--- src/rtl/rz_uart_tx_arb.sv ---
// ============================================================================
// Module   : rz_uart_tx_arb
// Brief    : Round-robin arbiter sharing one rz_uart transmitter among NUM_REQ
//            requesters. It issues single-cycle tx_valid pulses and then locks
//            out further sends until the current frame has finished.
//            Optional macro RZ_UART_TX_ARB_PRIO_EN makes requester 0 high
//            priority.
// Revision : 1.0
// ============================================================================
`timescale 1ns/1ps
`default_nettype none

module rz_uart_tx_arb #(
    parameter int DATA_WIDTH = 8,
    parameter int NUM_REQ    = 4,
    parameter int GAP_CYCLES = 2
) (
    input  logic                          tx_clk,
    input  logic                          reset_n,
    input  logic [NUM_REQ-1:0]            req_valid,
    input  logic [NUM_REQ*DATA_WIDTH-1:0] req_data,
    output logic [NUM_REQ-1:0]            req_ready,
    output logic                          uart_tx_valid,
    output logic [DATA_WIDTH-1:0]         uart_tx_data,
    output logic                          busy,
    output logic [$clog2(NUM_REQ)-1:0]    grant_id
);

    localparam int IW           = $clog2(NUM_REQ);
    localparam int FRAME_CYCLES = DATA_WIDTH + 6;
    localparam int HOLD_LEN     = FRAME_CYCLES + GAP_CYCLES;
    localparam int CW           = $clog2(HOLD_LEN + 1);

    typedef enum logic [1:0] {
        IDLE  = 2'd0,
        ISSUE = 2'd1,
        HOLD  = 2'd2
    } state_t;

    state_t                r_state;
    state_t                w_next_state;
    logic [IW-1:0]         r_rr_ptr;
    logic [IW-1:0]         r_grant;
    logic [DATA_WIDTH-1:0] r_data;
    logic [CW-1:0]         r_cnt;
    logic [IW-1:0]         w_winner;
    logic [IW-1:0]         w_next_ptr;
    logic                  w_any;
    logic                  w_xfer;
    logic [DATA_WIDTH-1:0] w_words [NUM_REQ];

    genvar g;
    generate
        for (g = 0; g < NUM_REQ; g++) begin : g_unpack
            assign w_words[g] = req_data[g*DATA_WIDTH +: DATA_WIDTH];
        end
    endgenerate

    // Candidates are scanned from the farthest to the nearest, so the last hit is the winner
    always_comb begin
        logic [IW-1:0] w_idx;
        w_idx      = '0;
        w_any      = 1'b0;
        w_winner   = '0;
        w_next_ptr = r_rr_ptr;
`ifdef RZ_UART_TX_ARB_PRIO_EN
        if (req_valid[0]) begin
            w_any    = 1'b1;
            w_winner = '0;
        end else begin
            for (int k = NUM_REQ - 2; k >= 0; k--) begin
                w_idx = IW'(1 + (((r_rr_ptr == '0) ? 0 : int'(r_rr_ptr) - 1) + k) % (NUM_REQ - 1));
                if (req_valid[w_idx]) begin
                    w_any    = 1'b1;
                    w_winner = w_idx;
                end
            end
            if (w_any) begin
                w_next_ptr = (w_winner == IW'(NUM_REQ - 1)) ? IW'(1) : w_winner + 1'b1;
            end
        end
`else
        for (int k = NUM_REQ - 1; k >= 0; k--) begin
            w_idx = IW'((int'(r_rr_ptr) + k) % NUM_REQ);
            if (req_valid[w_idx]) begin
                w_any    = 1'b1;
                w_winner = w_idx;
            end
        end
        if (w_any) begin
            w_next_ptr = (w_winner == IW'(NUM_REQ - 1)) ? '0 : w_winner + 1'b1;
        end
`endif
    end

    always_ff @(posedge tx_clk or negedge reset_n) begin
        if (!reset_n) begin
            r_state <= IDLE;
        end else begin
            r_state <= w_next_state;
        end
    end

    // The ready term is gated by reset_n so the accept stays low while reset is held
    always_comb begin
        w_next_state = r_state;
        w_xfer       = 1'b0;
        req_ready    = '0;
        case (r_state)
            IDLE: begin
                if (w_any && reset_n) begin
                    req_ready    = NUM_REQ'(1) << w_winner;
                    w_xfer       = 1'b1;
                    w_next_state = ISSUE;
                end
            end
            ISSUE:   w_next_state = HOLD;
            HOLD:    if (r_cnt == '0) w_next_state = IDLE;
            default: w_next_state = IDLE;
        endcase
    end

    always_ff @(posedge tx_clk or negedge reset_n) begin
        if (!reset_n) begin
            r_data   <= '0;
            r_grant  <= '0;
            r_rr_ptr <= '0;
            r_cnt    <= '0;
        end else begin
            if (w_xfer) begin
                r_data   <= w_words[w_winner];
                r_grant  <= w_winner;
                r_rr_ptr <= w_next_ptr;
            end
            if (r_state == ISSUE) begin
                r_cnt <= CW'(HOLD_LEN - 1);
            end else if (r_state == HOLD && r_cnt != '0) begin
                r_cnt <= r_cnt - 1'b1;
            end
        end
    end

    assign uart_tx_valid = (r_state == ISSUE);
    assign busy          = (r_state != IDLE);
    assign uart_tx_data  = r_data;
    assign grant_id      = r_grant;

endmodule

`default_nettype wire

--- config.mk ---
export PLATFORM = sky130hd
export DESIGN_NAME = rz_uart_tx_arb
export DESIGN_NICKNAME = d
export VERILOG_FILES = /design/src/rtl/rz_uart_tx_arb.sv
export SDC_FILE = /design/constraint.sdc
export NUM_CORES = 1
export LEC_CHECK = 0
export ABC_AREA = 1
export BUFFER_PORTS_ARGS = -buffer_cell sky130_fd_sc_hd__buf_4
export CAP_MARGIN = 0
export CORE_UTILIZATION = 40
export DETAILED_ROUTE_END_ITERATION = 12
export PLACE_DENSITY_LB_ADDON = 0.05
export SLEW_MARGIN = 20
export SYNTH_ARGS = -nofsm -noshare
export SYNTH_HDL_FRONTEND = slang
export SYNTH_SLANG_ARGS = --single-unit
--- constraint.sdc ---
create_clock -name tx_clk -period 2.4 [get_ports tx_clk]
set_input_delay 0.6 -clock tx_clk [delete_from_list [all_inputs] [get_ports tx_clk]]
set_output_delay 0.6 -clock tx_clk [all_outputs]
set_load 0.05 [all_outputs]
==> reports/summary.txt, run 1 <==
Design Area, Final -> 2420 µm²
CP Data Arrival Time -> 1910 ps
commonest cells after routing, fill and taps aside -> buf_4, nand2_1, inv_1, nand3_1, nand2_2
leading area contributor after synthesis -> dfrtp_1
Peak VDD IR -> 618 µV
Max-slew headroom -> 0.764
number of global-route vias before repair -> 1578
Non-Filler Instances -> 363
Syn Nets -> 278
Crit. End Element -> output port
met3 usage -> 0.0399
Starting DRT DRC Count -> 38
WHS -> 312 ps
Routed Wire Length -> 4000 µm
largest net degree at the start of global routing -> 20
grt met1 use -> 0.259
RSZ-0062 raised after global routing -> true
Ant. Diodes -> 0
worst setup path class -> reg2out
Worst EP required -> 1800 ps
Post-DP Area -> 2070 µm²
initial antenna violation count -> 0
Num CTS Buffers -> 3
Critical Path Start -> r_rr_ptr[0]$_DFFE_PN0P_
Synth top area share -> 0.314
CTS sink cnt -> 19
top post-synthesis cells by area -> dfrtp_1, nand2_1, nand3_1
Max Transition Viols Final -> 0
Layout Skew -> 4.13 ps
worst hold path type -> in2async
Root Buffer -> clkbuf_8
core area -> 3660 µm²
Leak -> 1.38 nW
final antenna-violating net count -> 0
first-pass GRT wire length -> 6760 µm
DR WL/cell -> 11.0 µm
dpl ws -> -86.2 ps
Netlist cell types -> 25
IO buf count -> 53
Hold Vio Cnt, Final -> 0
max cap viols -> 0
worst setup margin -> -111 ps
gr busiest metal -> met2
num ports -> 54
Yosys reg bits -> 19
GRT Overall Usage -> 0.210
Hold Buf Count CTS -> 0
met2 Use GR -> 0.382
FFs w/ async S/R, synth -> 1.00
Avg Synthesized Cell Area -> 6.37 µm²
Initial Utilization -> 0.414
gr ovfl total -> 0
final setup vio count -> 4
Reg clk slew, reported paths -> 70 ps
register area share after synthesis -> 0.314
Mapped Cells -> 238
Worst Path Max Fanout -> 5
post-DP HPWL -> 2840 µm
Chip Height -> 63.6 µm
H-tree levels -> 1
Post-synth EDFFs -> 0
commonest non-fill, non-tap cell in the layout -> buf_4
worst slew pin tran -> 352 ps
clock tree from TritonCTS -> done
Cells after DPL -> 349
nets -> 356
die extent in x -> 63.6 µm
fin crit period -> 2510 ps
Max clock buf depth -> 2
Tot Pwr -> 3.99 mW
Final period util -> 1.05
Row Count -> 22
layout cells sized above 1 -> 0.441
Pwr Density -> 1650 nW/µm²
Yosys warning count -> 0
status -> complete, but fails checks
Layout area overhead -> 59.7%
clock latency on the worst-skew pair -> 250 ps
Post-Syn Area -> 1520 µm²
total die area -> 4040 µm²
failing checks -> setup timing
GPL Wtd Cong -> 0.795
drt pass-1 iters -> 4
Max Clk Rate -> 398 MHz
DRC viols -> 0
Via density -> 4.63
dominant synthesized flop cell -> dfrtp_1
crit path launch type -> flop
R2R Path Start -> r_rr_ptr[0]$_DFFE_PN0P_
routed vias -> 1679
-- state kept, by name, indices dropped and copies added, names as in the netlist --
register      cells
r_cnt             5
uart_tx_data      8
r_rr_ptr          2
r_state           2
grant_id          2
-- per-stage QoR --
step / util / setup TNS, ps
floorplan: - / -322
global placement: 0.567 / -84.8
detailed placement: 0.567 / -98.4
CTS: 0.647 / -368
global route: 0.661 / -603
finish: 0.661 / -299
-- critical path: stages (launching register included) --
cell and delay, ps:
dfrtp_2 460, clkbuf_16 180, o21ai_4 160, nand2_2 80
nand2_2 80, inv_4 60, nand2_4 70, nand2_4 60
nand2_8 80, ha_4 140, inv_2 50, nor2_4 80
buf_6 160
-- layer usage --
layer  vias up  part of all wire  routed length (µm)
li1        879                 -                   -
met1       758              0.44                1750
met2        39              0.52                2100
met3         3             0.037                 148
met4         0            0.0020                   8
met5         -                 0                   0
-- repair_timing --
| item | 4_1_cts | 5_1_grt |
|---|---|---|
| cloned | 1 | 0 |
| pin swaps | 19 | 12 |
| setup endpoints to repair | 4 | 4 |
| buffers inserted | 7 | 2 |
| gates resized for setup | 45 | 13 |
-- cell usage after synthesis, types with 2 or more instances --
cell     number
nand2_2      11
nor3_1        3
o21ai_0       6
buf_2         2
inv_2         3
o21ai_1       2
ha_1          2
inv_1        50
dfrtp_1      19
nor2_1        9
nand2_4       2
nand2_1      75
buf_6         2
nand3_1      41
-- cell families (layout without fill, tap and decap cells) --
logic type,after synthesis,after routing,synth area share
adder cells (fa/ha/maj),2,2,0.0165
flip-flops,19,19,0.314
AND/OR/NAND/NOR,145,145,0.449
AO/OA/AOI/OAI,12,12,0.0479
buffers and inverters,60,137,0.173
-- path summary, 6_finish.rpt --
path | endpoint | slack [ps] | cells after the start
worst max register to register | uart_tx_data[6]$_DFFE_PN0P_ | 380 | 15
min in group tx_clk | uart_tx_data[0]$_DFFE_PN0P_ | 490 | 2
worst min register to register | uart_tx_data[0]$_DFFE_PN0P_ | 490 | 2
max in group asynchronous | r_rr_ptr[1]$_DFFE_PN0P_ | 1870 | 2
worst min-delay path | r_cnt[0]$_DFFE_PN0P_ | 310 | 2
worst max-delay path | req_ready[3] | -110 | 12
-- power by group --
| part | internal (mW) | switching (mW) | leakage, nW |
|---|---|---|---|
| sequential | 0.472 | 0.106 | 0.229 |
| clock | 0.118 | 0.100 | 0.0228 |
| combinational | 1.25 | 1.95 | 1.13 |
| total | 1.84 | 2.15 | 1.38 |
-- area by class of cell --
cell class,instances,area (µm²)
Fill cell,361,1240
Tap cell,48,60.1
Timing Repair Buffer,80,653
Inverter,53,209
Clock buffer,4,45.0
Multi-Input combinational cell,159,976
Sequential cell,19,478
No activity file was read; power rests on OpenSTA's default activity.
==> run 2: changes to the inputs <==
--- a/config.mk
+++ b/config.mk
@@ -9,7 +9,9 @@
 export BUFFER_PORTS_ARGS = -buffer_cell sky130_fd_sc_hd__buf_4
 export CAP_MARGIN = 0
 export CORE_UTILIZATION = 40
+export CTS_BUF_LIST = sky130_fd_sc_hd__clkbuf_16
 export DETAILED_ROUTE_END_ITERATION = 12
+export MAX_ROUTING_LAYER = met4
 export PLACE_DENSITY_LB_ADDON = 0.05
 export SLEW_MARGIN = 20
 export SYNTH_ARGS = -nofsm -noshare
==> run 2 against run 1 <==
Effect of this change: the flow still finishes with violations (setup timing); clock power is 48% higher; critical path type unchanged; maximum frequency is 0.72% higher; combinational power is 2% higher; global-route usage is 0.68 points higher; final area is 1.9% higher; clock skew is 3.4 ps lower; first-iteration DRC count is 16% higher; setup slack better by 18 ps.
==> reports/summary.txt, run 2 (synthesis gave the netlist of run 1 again) <==
status -> complete, but fails checks
failing checks -> setup timing
RSZ-0062 raised after global routing -> true
fin crit period -> 2490 ps
Worst Path Max Fanout -> 5
DR WL/cell -> 11.0 µm
commonest non-fill, non-tap cell in the layout -> buf_4
Max stage delay on crit path -> 460 ps
Chip Height -> 63.6 µm
Crit. End Element -> output port
Root Buffer -> clkbuf_16
die extent in x -> 63.6 µm
Pwr Density -> 1680 nW/µm²
drt pass-1 iters -> 4
worst hold path type -> in2async
GPL Wtd Cong -> 0.806
Leak -> 1.40 nW
total die area -> 4040 µm²
worst setup path class -> reg2out
Layout Skew -> 0.781 ps
Post-DP Area -> 2070 µm²
initial antenna violation count -> 0
dpl ws -> -86.2 ps
commonest cells after routing, fill and taps aside -> buf_4, nand2_1, inv_1, nand3_1, nand2_2
final antenna-violating net count -> 0
Max Transition Viols Final -> 0
post-layout util -> 0.674
Num CTS Buffers -> 3
max cap viols -> 0
CTS sink cnt -> 19
core area -> 3660 µm²
slowest CP cell -> dfrtp_2
max FFs per register -> 8
IO buf count -> 53
worst slew pin tran -> 354 ps
Hold Vio Cnt, Final -> 0
final setup vio count -> 4
Design Area, Final -> 2470 µm²
sequential cell area -> 478 µm²
GRT Overall Usage -> 0.217
Tot Pwr -> 4.15 mW
num ports -> 54
Peak VDD IR -> 618 µV
post-DP HPWL -> 2840 µm
Row Count -> 22
Via density -> 4.57
critical-path cell list -> clkbuf_16 -> o21ai_4 -> nand2_2 -> nand2_2 -> inv_4 -> nand2_4 -> nand2_4 -> nand2_8 -> ha_4 -> inv_2 -> nor2_4 -> buf_6
CP Data Arrival Time -> 1890 ps
Fillers -> 346
number of global-route vias before repair -> 1570
DRC viols -> 0
Multi-input gate area -> 973 µm²
H-tree levels -> 1
worst setup margin -> -92.8 ps
Layout area overhead -> 62.7%
first-pass GRT wire length -> 6750 µm
Reg clk slew, reported paths -> 50 ps
Max Clk Rate -> 401 MHz
Worst EP required -> 1800 ps
Initial Utilization -> 0.414
Routed Wire Length -> 4010 µm
Max clock buf depth -> 2
gr ovfl total -> 0
layout cells sized above 1 -> 0.440
clock latency on the worst-skew pair -> 240 ps
largest net degree at the start of global routing -> 20
Ant. Diodes -> 0
Final period util -> 1.04
nets -> 357
Starting DRT DRC Count -> 44
routed vias -> 1665
crit path launch type -> flop
Max-slew headroom -> 0.763
clock tree from TritonCTS -> done
-- run 2: cell count changes in the layout (fill, tap and decap cells not counted) --
cell / previous run / this run
buf_8: 0 / 2
nand2_2: 21 / 20
nand2_1: 57 / 58
buf_4: 72 / 73
buf_6: 6 / 4
clkbuf_1: 1 / 0
clkbuf_16: 1 / 4
inv_1: 48 / 49
clkbuf_8: 3 / 0
-- run 2: where the power goes --
part           internal [mW]  switching (mW)  leakage [nW]
combinational           1.29            1.96          1.13
clock                  0.221           0.101        0.0423
sequential             0.473           0.109         0.229
total                   1.98            2.17          1.40
-- run 2: timing repair --
action,in CTS,in global routing
cloned,1,0
endpoints found under the setup margin,4,4
hold buffers,0,0
hold endpoints to repair,0,0
pin swaps,17,13
gates resized for setup,44,15
setup buffers,7,3
-- run 2: area by class of cell --
type | instances | share of cell area
Clock buffer | 3 | 0.0304
Multi-Input combinational cell | 159 | 0.395
Inverter | 53 | 0.0847
Clock inverter | 1 | 0.00152
Timing Repair Buffer | 81 | 0.271
Tap cell | 48 | 0.0243
Sequential cell | 19 | 0.194
-- run 2: path summary, 6_finish.rpt --
path                            cells past startpoint                     endpoint  slack, ps                   startpoint
worst min-delay path                                2       r_state[0]$_DFFE_PN0P_        330                      reset_n
worst max register to register                     15  uart_tx_data[6]$_DFFE_PN0P_        380      r_rr_ptr[0]$_DFFE_PN0P_
worst min register to register                      2  uart_tx_data[0]$_DFFE_PN0P_        480  uart_tx_data[0]$_DFFE_PN0P_
max in group asynchronous                           2      r_rr_ptr[0]$_DFFE_PN0P_       1860                      reset_n
min in group tx_clk                                 2  uart_tx_data[0]$_DFFE_PN0P_        480  uart_tx_data[0]$_DFFE_PN0P_
worst max-delay path                               12                 req_ready[3]        -90      r_rr_ptr[0]$_DFFE_PN0P_
-- run 2: through the flow --
step	hold WS (ps)	std cells	setup TNS, ps
2_1_floorplan	304	238	-322
5_1_grt	350	364	-573
6_report	327	364	-224
4_1_cts	327	361	-313
3_5_place_dp	474	349	-98.4
3_3_place_gp	469	349	-84.8
-- run 2: layer usage --
| layer | track usage | vias up | wire (µm) |
|---|---|---|---|
| li1 | - | 882 | - |
| met1 | 0.262 | 741 | 1740 |
| met2 | 0.384 | 40 | 2130 |
| met3 | 0.0344 | 2 | 132 |
| met4 | 0.0313 | 0 | 8 |
| met5 | - | - | 0 |
-- run 2: worst max-delay path: cells and delay by family, from the launching register on --
family	cells	cell delay, ps
flops	1	460
simple gates	6	450
buf+inv	4	450
compound gates	1	160
fa+ha+maj	1	140
==> run 3: changes to the inputs <==
--- a/config.mk
+++ b/config.mk
@@ -11,8 +11,10 @@
 export CORE_UTILIZATION = 40
 export CTS_BUF_LIST = sky130_fd_sc_hd__clkbuf_16
 export DETAILED_ROUTE_END_ITERATION = 12
+export GPL_TIMING_DRIVEN = 0
 export MAX_ROUTING_LAYER = met4
 export PLACE_DENSITY_LB_ADDON = 0.05
+export RECOVER_POWER = 50
 export SLEW_MARGIN = 20
 export SYNTH_ARGS = -nofsm -noshare
 export SYNTH_HDL_FRONTEND = slang
==> run 3 against run 2 <==
Effect of this change: the run still ends with setup timing left; clock skew is 2.5 ps higher; via count up 2.6%; register-to-register slack got worse by 450 ps; sequential share of layout area up 0.32 points; utilization decreased by 1.1 points; sequential power decreased by 0.7%; final cell count rose by 1.1%; power rose by 0.57%; combinational power is essentially flat; clock-buffer cell count is the same; critical endpoint unchanged.
==> reports/summary.txt, run 3 (synthesis gave the netlist of run 1 again) <==
initial antenna violation count -> 0
H-tree levels -> 1
slowest CP cell -> dfrtp_2
fin crit period -> 2580 ps
die extent in x -> 63.6 µm
Ant. Diodes -> 0
worst setup margin -> -184 ps
Comb power frac -> 0.781
post-DP HPWL -> 2770 µm
Reg clk slew, reported paths -> 50 ps
critical-path cell list -> buf_6 -> nand2_2 -> nand2_4 -> nand2_4 -> nand2_1 -> inv_1 -> nand3_2 -> nand3_2 -> nand2_4 -> buf_6 -> ha_4 -> inv_2 -> nor2_4 -> buf_6
reg-to-reg slack, setup -> -70 ps
DRC viols -> 0
worst hold path type -> in2async
layout cells sized above 1 -> 0.425
Cells after DPL -> 339
Design Area, Final -> 2430 µm²
Non-Filler Instances -> 368
RSZ-0062 raised after global routing -> true
CP Data Arrival Time -> 1980 ps
core area -> 3660 µm²
commonest cells after routing, fill and taps aside -> buf_4, nand2_1, inv_1, nand3_1, nand2_2
status -> complete, but fails checks
nets -> 361
Hold Buf Count CTS -> 0
DR WL/cell -> 11.4 µm
Pwr Density -> 1720 nW/µm²
final setup vio count -> 5
failing checks -> setup timing
commonest non-fill, non-tap cell in the layout -> buf_4
final antenna-violating net count -> 0
routed vias -> 1708
Num CTS Buffers -> 3
Clock power frac -> 0.081
Worst EP required -> 1800 ps
largest net degree at the start of global routing -> 21
total die area -> 4040 µm²
Routed Wire Length -> 4210 µm
GRT Overall Usage -> 0.224
P_sw -> 2.17 mW
Initial Utilization -> 0.414
Root Buffer -> clkbuf_16
Sw Ratio -> 0.520
max FFs per register -> 8
num ports -> 54
GPL Wtd Cong -> 0.811
Layout Skew -> 3.24 ps
Layout area overhead -> 60.1%
IO buf count -> 53
Peak VDD IR -> 745 µV
Max-slew headroom -> 0.608
Leak -> 1.39 nW
first-pass GRT wire length -> 6980 µm
clock latency on the worst-skew pair -> 250 ps
Final period util -> 1.08
max cap viols -> 0
gr ovfl total -> 0
crit path launch type -> flop
Starting DRT DRC Count -> 67
Hold Vio Cnt, Final -> 0
P_int -> 2.00 mW
drt pass-1 iters -> 5
clock tree from TritonCTS -> done
worst setup path class -> reg2out
CTS sink cnt -> 19
Post-DP Area -> 2000 µm²
Max clock buf depth -> 2
number of global-route vias before repair -> 1692
part of the power in registers -> 0.139
Chip Height -> 63.6 µm
Tot Pwr -> 4.17 mW
Worst Path Max Fanout -> 5
Via density -> 4.64
Max Clk Rate -> 387 MHz
Crit. End Element -> output port
Max Transition Viols Final -> 0
worst slew pin tran -> 591 ps
Max stage delay on crit path -> 430 ps
Row Count -> 22
run 3: metrics by stage:
step | worst slack (ps) | util | hold slack [ps] | setup TNS [ps]
6_report | -184 | 0.663 | 217 | -614
4_1_cts | -104 | 0.632 | 225 | -357
3_3_place_gp | -326 | 0.546 | 468 | -1050
3_5_place_dp | -313 | 0.546 | 469 | -1040
5_1_grt | -292 | 0.663 | 237 | -1190
2_1_floorplan | -117 | - | 304 | -322
run 3: timing repair:
action,in CTS,in global routing
pin swaps,10,14
resized for setup,25,30
setup buffers,22,3
endpoints found under the setup margin,4,5
gates cloned,1,0
run 3: critical path: cells and delay by family (launching register included):
kind / cells / cell delay, ps
flip-flops: 1 / 430
adder cells (fa/ha/maj): 1 / 130
buffers and inverters: 5 / 520
AND/OR/NAND/NOR: 8 / 640
run 3: power by group through the flow:
stage               Combinational [mW]  Sequential [mW]  Clock [mW]
global placement                  2.50            0.564           0
finish                            3.26            0.578       0.336
CTS                               3.04            0.563       0.343
floorplan                         1.67            0.823           0
global route                      3.57            0.598       0.354
detailed placement                2.51            0.567           0
run 3: cell type report:
cell class | instances | area (µm²)
Clock buffer | 3 | 75.1
Multi-Input combinational cell | 159 | 940
Clock inverter | 1 | 3.75
Tap cell | 48 | 60.1
Sequential cell | 19 | 478
Timing Repair Buffer | 79 | 602
Inverter | 53 | 209
Fill cell | 328 | 1230
Buffer | 6 | 60.1
run 3: path summary, 6_finish.rpt:
path,cells past startpoint,endpoint,start
min reg2reg,2,uart_tx_data[4]$_DFFE_PN0P_,uart_tx_data[4]$_DFFE_PN0P_
min,1,r_cnt[4]$_DFFE_PN0P_,reset_n
min in group tx_clk,2,uart_tx_data[4]$_DFFE_PN0P_,uart_tx_data[4]$_DFFE_PN0P_
max reg2reg,21,uart_tx_data[1]$_DFFE_PN0P_,r_rr_ptr[0]$_DFFE_PN0P_
max in group asynchronous,1,r_rr_ptr[0]$_DFFE_PN0P_,reset_n
max,14,req_ready[3],r_rr_ptr[0]$_DFFE_PN0P_
run 3: per-layer routing:
metal,global-route usage,wire (µm),up-vias
li1,-,-,892
met1,0.253,1750,763
met2,0.403,2220,44
met3,0.0399,173,9
met4,0.0568,68,0
met5,-,0,-
